### config.mk
export PLATFORM = sky130hd
export DESIGN_NAME = hazard_ctrl
export DESIGN_NICKNAME = d
export VERILOG_FILES = /design/src/rtl/hazard_pkg.sv /design/src/rtl/hazard_decode.sv /design/src/rtl/hazard_ctrl.sv
export SDC_FILE = /design/constraint.sdc
export NUM_CORES = 1
export LEC_CHECK = 0
export ABC_AREA = 1
export BUFFER_PORTS_ARGS = -buffer_cell sky130_fd_sc_hd__buf_4
export CORE_UTILIZATION = 45
export DETAILED_ROUTE_END_ITERATION = 12
export HOLD_SLACK_MARGIN = 0.03
export PLACE_DENSITY = 0.86
export SLEW_MARGIN = 5
export SYNTH_ARGS = -nofsm -noshare
export SYNTH_HDL_FRONTEND = slang
export SYNTH_SLANG_ARGS = --single-unit
### constraint.sdc
create_clock -name clk -period 2.43 [get_ports clk]
set_clock_uncertainty 0.2 [all_clocks]
set_input_delay 0.486 -clock clk [delete_from_list [all_inputs] [get_ports clk]]
set_output_delay 0.486 -clock clk [all_outputs]
set_load 0.01 [all_outputs]
### src/rtl/hazard_pkg.sv
// Shared opcodes, EX-stage tracker record and FSM state type for the hazard controller.
package hazard_pkg;

  localparam logic [6:0] OP     = 7'b0110011;
  localparam logic [6:0] OP_IMM = 7'b0010011;
  localparam logic [6:0] LOAD   = 7'b0000011;
  localparam logic [6:0] STORE  = 7'b0100011;
  localparam logic [6:0] BRANCH = 7'b1100011;
  localparam logic [6:0] JAL    = 7'b1101111;
  localparam logic [6:0] JALR   = 7'b1100111;
  localparam logic [6:0] LUI    = 7'b0110111;
  localparam logic [6:0] AUIPC  = 7'b0010111;

  typedef struct packed {
    logic       valid;
    logic [4:0] rd;
    logic       wr_en;
    logic       is_load;
  } stage_info_t;

  typedef enum logic [1:0] {RUN, STALL, FLUSH} haz_state_t;

endpackage

### src/rtl/hazard_decode.sv
// Combinational ID-stage decode: register fields, source usage, writeback info and EX select hints.
import hazard_pkg::*;

module hazard_decode (
  input  logic [31:0] instr,
  output logic        known,
  output logic [4:0]  rs1,
  output logic [4:0]  rs2,
  output logic [4:0]  rd,
  output logic        use_rs1,
  output logic        use_rs2,
  output logic        wr_en,
  output logic        is_load,
  output logic        a2_sel,
  output logic        b2_sel,
  output logic        br_un
);

  logic [6:0] opcode;
  logic [2:0] funct3;
  logic       writes;
  logic       unused_bits;

  assign opcode      = instr[6:0];
  assign funct3      = instr[14:12];
  assign rd          = instr[11:7];
  assign rs1         = instr[19:15];
  assign rs2         = instr[24:20];
  assign unused_bits = ^{instr[31:25], funct3[2], funct3[0]};

  always_comb begin
    known   = 1'b0;
    use_rs1 = 1'b0;
    use_rs2 = 1'b0;
    writes  = 1'b0;
    is_load = 1'b0;
    a2_sel  = 1'b0;
    b2_sel  = 1'b0;
    br_un   = 1'b0;
    case (opcode)
      OP:     begin known = 1'b1; use_rs1 = 1'b1; use_rs2 = 1'b1; writes = 1'b1; end
      OP_IMM: begin known = 1'b1; use_rs1 = 1'b1; writes = 1'b1; b2_sel = 1'b1; end
      LOAD:   begin known = 1'b1; use_rs1 = 1'b1; writes = 1'b1; is_load = 1'b1; b2_sel = 1'b1; end
      STORE:  begin known = 1'b1; use_rs1 = 1'b1; use_rs2 = 1'b1; b2_sel = 1'b1; end
      BRANCH: begin
        known   = 1'b1;
        use_rs1 = 1'b1;
        use_rs2 = 1'b1;
        a2_sel  = 1'b1;
        b2_sel  = 1'b1;
        br_un   = funct3[1];
      end
      JAL:    begin known = 1'b1; writes = 1'b1; a2_sel = 1'b1; b2_sel = 1'b1; end
      JALR:   begin known = 1'b1; use_rs1 = 1'b1; writes = 1'b1; b2_sel = 1'b1; end
      LUI:    begin known = 1'b1; writes = 1'b1; b2_sel = 1'b1; end
      AUIPC:  begin known = 1'b1; writes = 1'b1; a2_sel = 1'b1; b2_sel = 1'b1; end
      default: known = 1'b0;
    endcase
  end

  // x0 is never a forwarding or load-use source
  assign wr_en = writes & (rd != 5'd0);

endmodule

### src/rtl/hazard_ctrl.sv
// Hazard/forwarding control: EX-aligned selects, load-use stall, taken-branch squash.
// Optional perf counters when HAZ_PERF_CNT_EN is defined.
import hazard_pkg::*;

module hazard_ctrl #(
  parameter int BR_PENALTY = 2,
  parameter int PERF_W     = 32
) (
  input  logic              clk,
  input  logic              rst,
  input  logic [31:0]       instr_i,
  input  logic              instr_valid_i,
  input  logic              branch_taken_i,
  output logic              A1_sel_o,
  output logic              B1_sel_o,
  output logic              A2_sel_o,
  output logic              B2_sel_o,
  output logic              BrUn_o,
  output logic              ex_valid_o,
  output logic              stall_o,
  output logic              flush_o,
  output logic [PERF_W-1:0] stall_cnt_o,
  output logic [PERF_W-1:0] flush_cnt_o
);

  logic        known, use_rs1, use_rs2, wr_en, is_load, a2_sel, b2_sel, br_un;
  logic [4:0]  rs1, rs2, rd;
  haz_state_t  state;
  logic [1:0]  pen_cnt;
  stage_info_t ex_q, mem_q;
  logic        load_use, stall, flush, issue, fwd_a, fwd_b;
  logic        unused_mem;

  hazard_decode u_decode (
    .instr   (instr_i),
    .known   (known),
    .rs1     (rs1),
    .rs2     (rs2),
    .rd      (rd),
    .use_rs1 (use_rs1),
    .use_rs2 (use_rs2),
    .wr_en   (wr_en),
    .is_load (is_load),
    .a2_sel  (a2_sel),
    .b2_sel  (b2_sel),
    .br_un   (br_un)
  );

  always_comb begin
    load_use = (state == RUN) & instr_valid_i & known & ex_q.valid & ex_q.is_load & ex_q.wr_en &
               ((use_rs1 & (rs1 == ex_q.rd)) | (use_rs2 & (rs2 == ex_q.rd)));
    flush    = !rst & (branch_taken_i | (state == FLUSH));
    stall    = !rst & load_use & !branch_taken_i;
    issue    = instr_valid_i & known & !flush & !stall;
    fwd_a    = issue & use_rs1 & ex_q.valid & ex_q.wr_en & !ex_q.is_load & (ex_q.rd == rs1);
    fwd_b    = issue & use_rs2 & ex_q.valid & ex_q.wr_en & !ex_q.is_load & (ex_q.rd == rs2);
  end

  assign stall_o    = stall;
  assign flush_o    = flush;
  assign ex_valid_o = ex_q.valid;
  // MEM-stage record is kept for observability; forwarding only needs the EX record
  assign unused_mem = ^mem_q;

  // ID -> EX boundary: trackers, registered selects and FSM
  always_ff @(posedge clk or posedge rst) begin
    if (rst) begin
      state    <= RUN;
      pen_cnt  <= 2'd0;
      ex_q     <= '0;
      mem_q    <= '0;
      A1_sel_o <= 1'b0;
      B1_sel_o <= 1'b0;
      A2_sel_o <= 1'b0;
      B2_sel_o <= 1'b0;
      BrUn_o   <= 1'b0;
    end else begin
      mem_q    <= ex_q;
      ex_q     <= issue ? '{valid: 1'b1, rd: rd, wr_en: wr_en, is_load: is_load} : '0;
      A1_sel_o <= fwd_a;
      B1_sel_o <= fwd_b;
      A2_sel_o <= issue & a2_sel;
      B2_sel_o <= issue & b2_sel;
      BrUn_o   <= issue & br_un;
      if (branch_taken_i) begin
        pen_cnt <= 2'(BR_PENALTY - 1);
        state   <= (BR_PENALTY > 1) ? FLUSH : RUN;
      end else begin
        case (state)
          RUN:     if (stall) state <= STALL;
          STALL:   state <= RUN;
          FLUSH: begin
            pen_cnt <= pen_cnt - 2'd1;
            if (pen_cnt <= 2'd1) state <= RUN;
          end
          default: state <= RUN;
        endcase
      end
    end
  end

`ifdef HAZ_PERF_CNT_EN
  // Flush takes precedence when both are reported in one cycle
  always_ff @(posedge clk or posedge rst) begin
    if (rst) begin
      stall_cnt_o <= '0;
      flush_cnt_o <= '0;
    end else if (flush) begin
      flush_cnt_o <= flush_cnt_o + 1'b1;
    end else if (stall) begin
      stall_cnt_o <= stall_cnt_o + 1'b1;
    end
  end
`else
  assign stall_cnt_o = '0;
  assign flush_cnt_o = '0;
`endif

endmodule
* Word-level counts from Yosys, hierarchy flattened
Cells that the tools add are included.
** Word-level totals
- Output and inout port bits :: 72
- Input bits :: 36
- Bits in registers :: 17
- Logic and storage cells :: 89
** Operators by class
- Equality and inequality tests :: 16
- Bitwise gates (word level) :: 30
- Add/subtract/negate cells :: 1
- $lt $le $gt $ge :: 1
- Reduce and logical (&&, ||, !) cells :: 15
- Muxes and demuxes :: 15
** Operators by type and width (count)
- $and A1 B1 Y1 :: 28
- $eq A7 B6 Y1 const B :: 3
- $eq A7 B7 Y1 const B :: 3
- $eq A5 B5 Y1 :: 4
- $eq A7 B5 Y1 const B :: 2
- $mux W2 :: 5
- $reduce_or A9 Y1 :: 1
- $mux W1 :: 8
- $mux W8 :: 1
- $reduce_or A8 Y1 :: 1
- $eq A7 B2 Y1 const B :: 1
- $reduce_or A7 Y1 :: 1
- $reduce_or A3 Y1 :: 2
- $reduce_or A6 Y1 :: 1
- $logic_not A1 Y1 :: 5
- $reduce_bool A5 Y1 :: 1
- $pmux W2 S2 :: 1
- $ne A3 B2 Y1 const B :: 1
- $ne A3 B3 Y1 const B :: 1
- $eq A2 B2 Y1 const B :: 1
- $le A2 B1 Y1 const B :: 1
- $logic_not A2 Y1 :: 1
- $or A1 B1 Y1 :: 2
- $reduce_and A2 Y1 :: 1
- 2 further kinds :: 2

* Logic depth before layout (Yosys ltp)
Gate-level depths: netlist of run 1.
- Depth in word-level cells :: 17
- Gate-level depth with buffers :: 12

* Hierarchy
Synthesis of run 1 repeated with hierarchy kept, for this count alone.
** Second synthesis, totals
- Cells, all modules :: 248
- Area, all modules :: 1706.6 um^2
** By module, submodules not included
- hazard_ctrl :: seq. area each 425.4 um^2, area an instance 1375.1 um^2, times used 1, cells each 192
- hazard_decode :: seq. area each 0.0 um^2, area an instance 331.6 um^2, times used 1, cells each 56

* Least setup slack after synthesis of run 1
OpenSTA, ideal clock, no wires.
- Path kind :: input port to output port
- From :: input instr_i[1]
- To :: output stall_o
- Path slack :: 0.444 ns
- Data arrival time :: 1.300 ns
- Cell stages on the path :: 8
- Path buffers :: 0
- Cell sequence :: nand2_1 -> nor2_4 -> nand2_1 -> nor2_1 -> nand2_1 -> nand2_2 -> nand4_4 -> inv_1
** Between the ends
- Longest elaborated chain between the ends :: 10
** Ends and longest elaborated chain
- start, declared :: RTL line hazard_ctrl.sv:11 : input logic [31:0] instr_i,
- $eq A7 B6 Y1 (tied with other cells) :: RTL line hazard_decode.sv:40 : case (opcode)
- $reduce_or A9 Y1 (no line)
- $mux W1 :: RTL line hazard_decode.sv:40
- $and A1 B1 Y1 (4 in series) :: RTL line hazard_ctrl.sv:50 : load_use = (state == RUN) & instr_valid_i & known & ex_q.valid & ex_q.is_load & ex_q.wr_en &
- $and A1 B1 Y1 (*) :: RTL line hazard_ctrl.sv:50
- $and A1 B1 Y1 (*) (2 in series) :: RTL line hazard_ctrl.sv:53 : stall = !rst & load_use & !branch_taken_i;
- end, declared :: RTL line hazard_ctrl.sv:20 : output logic stall_o,
Mark *: on every way between the ends. The rest lies on a longest branch, timed or not.

* Worst setup path after layout of run 1
- From :: register ex_q[6] (netlist name)
- To :: output stall_o
** Between the ends
- Longest elaborated chain between the ends :: 6
** Ends and longest elaborated chain
- start, declared :: RTL line hazard_ctrl.sv:30 : stage_info_t ex_q, mem_q;
- start signal, assigned :: RTL line hazard_ctrl.sv:79 : ex_q <= issue ? '{valid: 1'b1, rd: rd, wr_en: wr_en, is_load: is_load} : '0;
- $eq A5 B5 Y1 :: RTL line hazard_ctrl.sv:51 : ((use_rs1 & (rs1 == ex_q.rd)) | (use_rs2 & (rs2 == ex_q.rd)));
- $and A1 B1 Y1 :: RTL line hazard_ctrl.sv:51
- $or A1 B1 Y1 (*) :: RTL line hazard_ctrl.sv:51
- $and A1 B1 Y1 (*) :: RTL line hazard_ctrl.sv:50
- $and A1 B1 Y1 (*) (2 in series) :: RTL line hazard_ctrl.sv:53
Marks and branches as above.

==> key figures, run 1 <==
Floorplan
  • Starting Density: 46.8%
  • Floorplan die height: 60.9 um
  • Cell row count: 21
  • Die X-Extent: 60.9 um
  • Die footprint: 0.00371 mm^2
  • Core Region: 0.00334 mm^2
  • Count of boundary I/O pins: approximately 110

Clock tree
  • Insertion delay of the later-clocked pin in the worst-skew pair: 0.28 ns
  • Clock root buffer: clkbuf_4
  • Post-CTS Hold Buffers: 0
  • CTS tree: done
  • Number of buffers inserted during clock tree synthesis: 3
  • Clk buf depth: 2
  • CTS-repair resized insts: 0
  • CTS H-tree lvls: 1
  • Post-CTS Setup Inserts: 0
  • Clock net sink count: 17
  • Clock-pin slew of the registers on the worst-case setup and hold paths: 0.10 ns

STA
  • Time the final worst path needs with I/O delays and setup: 2.31 ns
  • Max-slew violations: 0
  • Final number of hold-violating endpoints: 0
  • Ratio of final minimum period to clock period: 95.0%
  • Max-slew headroom: 59.5%
  • Setup repair after global routing missed its margin: no
  • Setup_tns: 0 ns
  • Max Clock Freq: 0.433 GHz
  • Worst Tran Pin Value: 0.607 ns
  • Number of endpoints failing setup at the final stage: 0

Route
  • Drt via density: 3.82
  • Drt total wl: 2.13 mm
  • Router iterations before antenna repair: 6
  • Post-detailed-route DRC marker count: 0
  • Routed wirelength normalized by instance count: ~7.5 um
  • Drt first-iter violations: 18
  • Number of antenna-violating nets in the routed design: 0
  • Total vias in the final route: 1084

Logic synthesis
  • Mapped Area: 0.00156 mm^2
  • Synthesis Warnings: 0
  • Mean instance size in the synthesized netlist: about 7.7 um^2
  • Ranking of synthesized cells by instance count: buf_4, nand2_1, inv_1
  • Flip-flop and latch count after synthesis: 17
  • Largest cells by area after synthesis: buf_4, dfrtp_1, nand2_1
  • Count of different cell masters after synthesis: 27
  • Leading register cell type out of synthesis: dfrtp_1
  • Most repeated cell in the gate-level netlist after synthesis: buf_4
  • Fraction of registers with async set or reset after synthesis: between 90% and 100%
  • Number of cells produced by synthesis: 202
  • Number of enable-type register cells in the synthesized netlist: 0
  • Register area share after synthesis: 27.2%
  • Top cell type by total area after synthesis: buf_4
  • Top cell type's share of synthesized area: between 30% and 40%

Global routing
  • Total overflow reported by the global router: 0
  • Antenna violations before repair: 0
  • First-pass GRT wire length: 3.39 mm
  • Overall routing resource usage: 12.2%
  • Vias in the first global route: 896
  • Largest net degree at the start of global routing: 18

Power
  • Leakage component of the power: 0.000929 uW
  • Power per cell area: between 300 and 400 mW/mm^2
  • PnR Total Power: 620 uW
  • Worst voltage drop across the vdd grid: 0.111 mV

Layout
  • Relative area change from synthesis to final layout: 4.81%
  • # diodes: 0
  • Filler cell count in the final layout: between 300 and 400
  • Layout Nets: 276
  • Share of post-route cells with drive strength above 1: between 20% and 30%

Placement
  • Placer Congestion: 0.811
  • Port Buffers: 34
  • HPWL reported at the end of detailed placement: 1.85 mm

Worst setup path
  • Largest stage delay on the critical path: 0.42 ns
  • Critical path class: register to output port
  • Worst Path Required: 1.74 ns
  • Sort of element at the end of the critical path: output port
  • Worst endpoint data arrival time: between 1.5 and 2 ns
  • Worst path buffer plus inverter count: 2
  • Setup crit start kind: register
  • Most used cell along the critical path: nand2_1
  • Series of cell instances along the critical path: xnor2_1, nand2_1, nor2_1, nand2_1, nand2_2, nand4_4, inv_1, buf_4
  • Critical-path cell with the highest stage delay: dfrtp_1
  • Maximum fanout along the worst path: 3
  • Crit-path leading delay family: simple AND/OR/NAND/NOR gates

Status
  • Outcome: finished, final reports clean

Run
  • Max-cap violations: 0

Worst hold path
  • Hold Crit Class: input port to asynchronous set/reset pin
[final cells by class]
class / instances / area (um^2) / share of cell area [%]
clock buffers: 4 / 26.3 / 1.61
inverters: 26 / 97.6 / 5.96
well taps: 46 / 57.6 / 3.52
multi-input cells: 157 / 774 / 47.3
flip-flops and latches: 17 / 425 / 26.0
repair buffers: 34 / 255 / 15.6
[worst register-to-register path, delay by kind of cell (launching register included)]
kind          cells  cell delay, ns
xor+xnor          1            0.21
flops             1            0.42
simple gates      7            0.80
[where the power goes]
part	internal, uW	switching [uW]	leakage, uW
sequential	298	9.75	0.000231
combinational	59.4	106	0.000682
clock	63.7	83.0	0.0000150
[path summary, 6_finish.rpt]
check,from,endpoint,slack [ns],cells past startpoint
max in group asynchronous,rst,ex_q[1],1.55,2
max,ex_q[6],stall_o,0.12,8
min in group clk,branch_taken_i,state[1],0.22,2
max reg2reg,ex_q[6],B2_sel_o,0.69,8
min reg2reg,pen_cnt[1],pen_cnt[1],0.29,2
min,rst,pen_cnt[0],0.08,2
[sequential cells by signal (all words and copies together), names as in the netlist]
register and flops:
A2_sel_o 1, ex_q 7, BrUn_o 1, state 2, B2_sel_o 1, ex_valid_o 1, pen_cnt 2, A1_sel_o 1
B1_sel_o 1
[stage by stage]
step                      hold WS [ns]  util [%]  setup WS, ns  cell area (um^2)  instances
final                           0.0815      49.0         0.121              1640        284
after global routing             0.123      49.0        0.0414              1640        284
after CTS                        0.104      49.0         0.123              1640        284
after detailed placement         0.273      48.3         0.180              1610        280
after global placement           0.263      48.3         0.194              1610        280
after floorplan                  0.212         -         0.444              1800        265
[logic make-up after synthesis]
family | after synthesis | share of synthesized area, %
buffers and inverters | 91 | 38.3
AND/OR/NAND/NOR | 75 | 25.5
flip-flops | 17 | 27.2
AO/OA/AOI/OAI | 9 | 3.45
XOR/XNOR | 8 | 4.49
adder cells (fa/ha/maj) | 1 | 0.801
other | 1 | 0.240
[cells in the final DEF (no fill, tap or decap), drive strengths merged]
cell and n:
nor2 26, nor3 5, conb 64, clkbuf 4
a211oi 1, buf 34, xnor2 8, dfrtp 17
or2 1, nand3 4, nand2 34, nand4 5
ha 1, inv 26, o22ai 1, a31oi 1
o21ai 3, a21oi 3
[routing by layer]
layer	up-vias	global-route usage (%)	wire length, um
met5	-	0	0
met4	0	5.84	38
met3	4	0.213	91
met2	45	24.5	1210
met1	478	12.9	795
li1	557	-	-
Power figures use the tool's default switching activity.
==> run 2: changes to the inputs <==
Settings changed: BUFFER_PORTS_ARGS -buffer_cell sky130_fd_sc_hd__buf_4 to unset, CORE_UTILIZATION 45 to 55, DONT_BUFFER_PORTS set to 1, PLACE_DENSITY 0.86 to 0.73.
Clock period 2.43 ns to 1.9 ns, I/O delays scaled along.
==> run 2 against run 1 <==
  * The flow now finishes with violations (setup timing)
  * Sequential cell count is the same
  * Cell count decreased by 11%
  * Global-route usage rose by 3.5 points
  * Cell area down 5.7%
  * First-iteration DRC count fell by 5.6%
  * Sequential share of layout area rose by 1.6 points
  * Count of clock-buffer cells in the layout unchanged
  * Routed wire length up 12%
  * Setup slack worse by 0.21 ns
  * Critical path type unchanged
  * Largest cell class unchanged
  * Highest routed layer unchanged
==> key figures, run 2 (same netlist as run 1, synthesis figures left out) <==
Status
  • Outcome: finished with violations
  • Violations in the final reports: setup timing

Worst hold path
  • Hold Crit Class: input port to register
  • Hold path cells: 3
  • Destination of the worst hold path: ex_q[0]
  • Min-delay src: instr_i[6]

Layout
  • Layout Nets: between 200 and 300
  • Number of flip-flops in the largest register: 7
  • Most frequent standard cell in the layout excluding fill and tap cells: conb_1
  • Post-layout utilization of the core: 59.6%
  • Commonest cells after routing, fill and taps aside: conb_1, nand2_1, inv_1
  • Relative area change from synthesis to final layout: -1.12%
  • Area used by multi-input combinational logic: 795 um^2
  • Share of post-route cells with drive strength above 1: 22.0%
  • Registers with the most flip-flops: ex_q: 7 flops, pen_cnt: 2 flops, state: 2 flops
  • Filler cell count in the final layout: around 240
  • # diodes: 0
  • Sequential cell area in the final layout: 425 um^2
  • Register name with the most flops: ex_q

Global routing
  • Total overflow reported by the global router: 0
  • First-pass GRT wire length: 3.78 mm
  • Met2 usage: 26.9%
  • Overall routing resource usage: 15.6%
  • Largest net degree at the start of global routing: 18
  • GR peak layer: met2
  • GR met3 Demand/Resource: 3.75%
  • Met1 Track Usage GR: 16.9%
  • Vias in the first global route: 923
  • Antenna violations before repair: 0

STA
  • Setup repair after global routing missed its margin: yes
  • Max-slew violations: 0
  • Number of endpoints failing setup at the final stage: 2
  • Final number of hold-violating endpoints: 0
  • Max-slew headroom: 57.8%
  • Ratio of final minimum period to clock period: 104%
  • Worst hold slack: 0.0458 ns
  • Worst Tran Pin Value: 0.632 ns
  • Setup WS post-layout: -0.0842 ns
  • Time the final worst path needs with I/O delays and setup: 1.98 ns
  • Max Clock Freq: between 0.5 and 0.6 GHz

Floorplan
  • Floorplan die height: 55.3 um
  • Count of boundary I/O pins: between 100 and 150
  • Core Region: 0.00259 mm^2
  • Die X-Extent: 55.3 um
  • Cell row count: 18
  • Starting Density: between 60% and 70%
  • Die footprint: 0.00306 mm^2

Worst setup path
  • Sort of element at the end of the critical path: output port
  • Startpoint of the lowest-slack register-to-register path: ex_q[2]
  • End of the worst register-to-register path: B1_sel_o
  • Setup crit start kind: register
  • Maximum fanout along the worst path: 3
  • Critical path class: register to output port
  • Number of cells on the worst reg-to-reg path: 12
  • Worst path buffer plus inverter count: 2
  • Setup slack, reg-to-reg: -0.06 ns
  • Worst endpoint data arrival time: approximately 1.4 ns
  • Series of cell instances along the critical path: inv_1, nand2_1, nand2_1, nand3_2, nor2_4, nand2_1, nand2_2, nand4_4, inv_2
  • Largest stage delay on the critical path: 0.42 ns
  • Crit-path leading delay family: simple AND/OR/NAND/NOR gates
  • Worst Path Required: 1.32 ns
  • Most used cell along the critical path: nand2_1
  • Critical-path cell with the highest stage delay: dfrtp_1

Clock tree
  • Clock net sink count: 17
  • Number of buffers inserted during clock tree synthesis: 3
  • Clock-pin slew of the registers on the worst-case setup and hold paths: approximately 0.090 ns
  • Insertion delay of the later-clocked pin in the worst-skew pair: 0.29 ns
  • Clk buf depth: 2
  • CTS H-tree lvls: 1
  • CTS tree: done
  • Clock root buffer: clkbuf_4

Route
  • Router iterations before antenna repair: 4
  • Drt first-iter violations: 17
  • Post-detailed-route DRC marker count: 0
  • Drt total wl: 2.38 mm
  • Total vias in the final route: 1069
  • Drt via density: 4.23
  • Routed wirelength normalized by instance count: 9.39 um
  • Number of antenna-violating nets in the routed design: 0

Power
  • Power per cell area: 494 mW/mm^2
  • Worst voltage drop across the vdd grid: roughly 0.31 mV
  • Leakage component of the power: 0.000851 uW

Placement
  • HPWL reported at the end of detailed placement: 1.79 mm
  • Port Buffers: 0
  • Setup slack after placement: 0.0456 ns
  • Placer Congestion: 0.804

Run
  • Max-cap violations: 0
run 2: final cells by class:
type | count | share of cell area [%]
Multi-Input combinational cell | 157 | 51.5
Tap cell | 30 | 2.43
Inverter | 26 | 6.32
Sequential cell | 17 | 27.6
Clock buffer | 4 | 1.70
Timing Repair Buffer | 19 | 10.5
run 2: stage by stage:
stage / total power [uW] / area [um^2] / std cells / TNS [ns]
CTS: 761 / 1520 / 252 / -0.134
finish: 762 / 1540 / 253 / -0.149
detailed placement: 562 / 1350 / 232 / 0
floorplan: 641 / 1800 / 265 / 0
global route: 808 / 1540 / 253 / -0.374
global placement: 556 / 1350 / 232 / 0
run 2: worst max-delay path by stage:
stage	startpoint	endpoint	slack (ns)	cells past startpoint
CTS	ex_q[6]	stall_o	-0.11	9
floorplan	instr_i[1]	stall_o	0.13	8
global route	ex_q[6]	stall_o	-0.22	9
finish	ex_q[6]	stall_o	-0.08	9
global placement	instr_i[1]	stall_o	0.05	8
detailed placement	instr_i[1]	stall_o	0.05	8
run 2: tightest hold or removal path, stage by stage:
cell,delay (ns)
nor3_1,0.02
nand2_1,0.06
nor2_2,0.04
run 2: layer usage:
metal	vias to the layer above	part of all wire (%)
met5	-	0
met4	0	1.1
met3	2	6.9
met2	67	54
met1	474	38
li1	526	-
run 2: timing repair:
item,CTS,global route
gates resized for setup,2,4
hold buffers,7,1
setup buffers,9,0
setup endpoints to repair,1,14
hold endpoints to repair,23,1
pin swaps,6,4
run 2: report_power, final:
group,switching (uW),internal [uW],total [uW]
Clock,107,81.6,188
Combinational,126,52.6,179
Sequential,13.7,381,395
Total,247,515,762
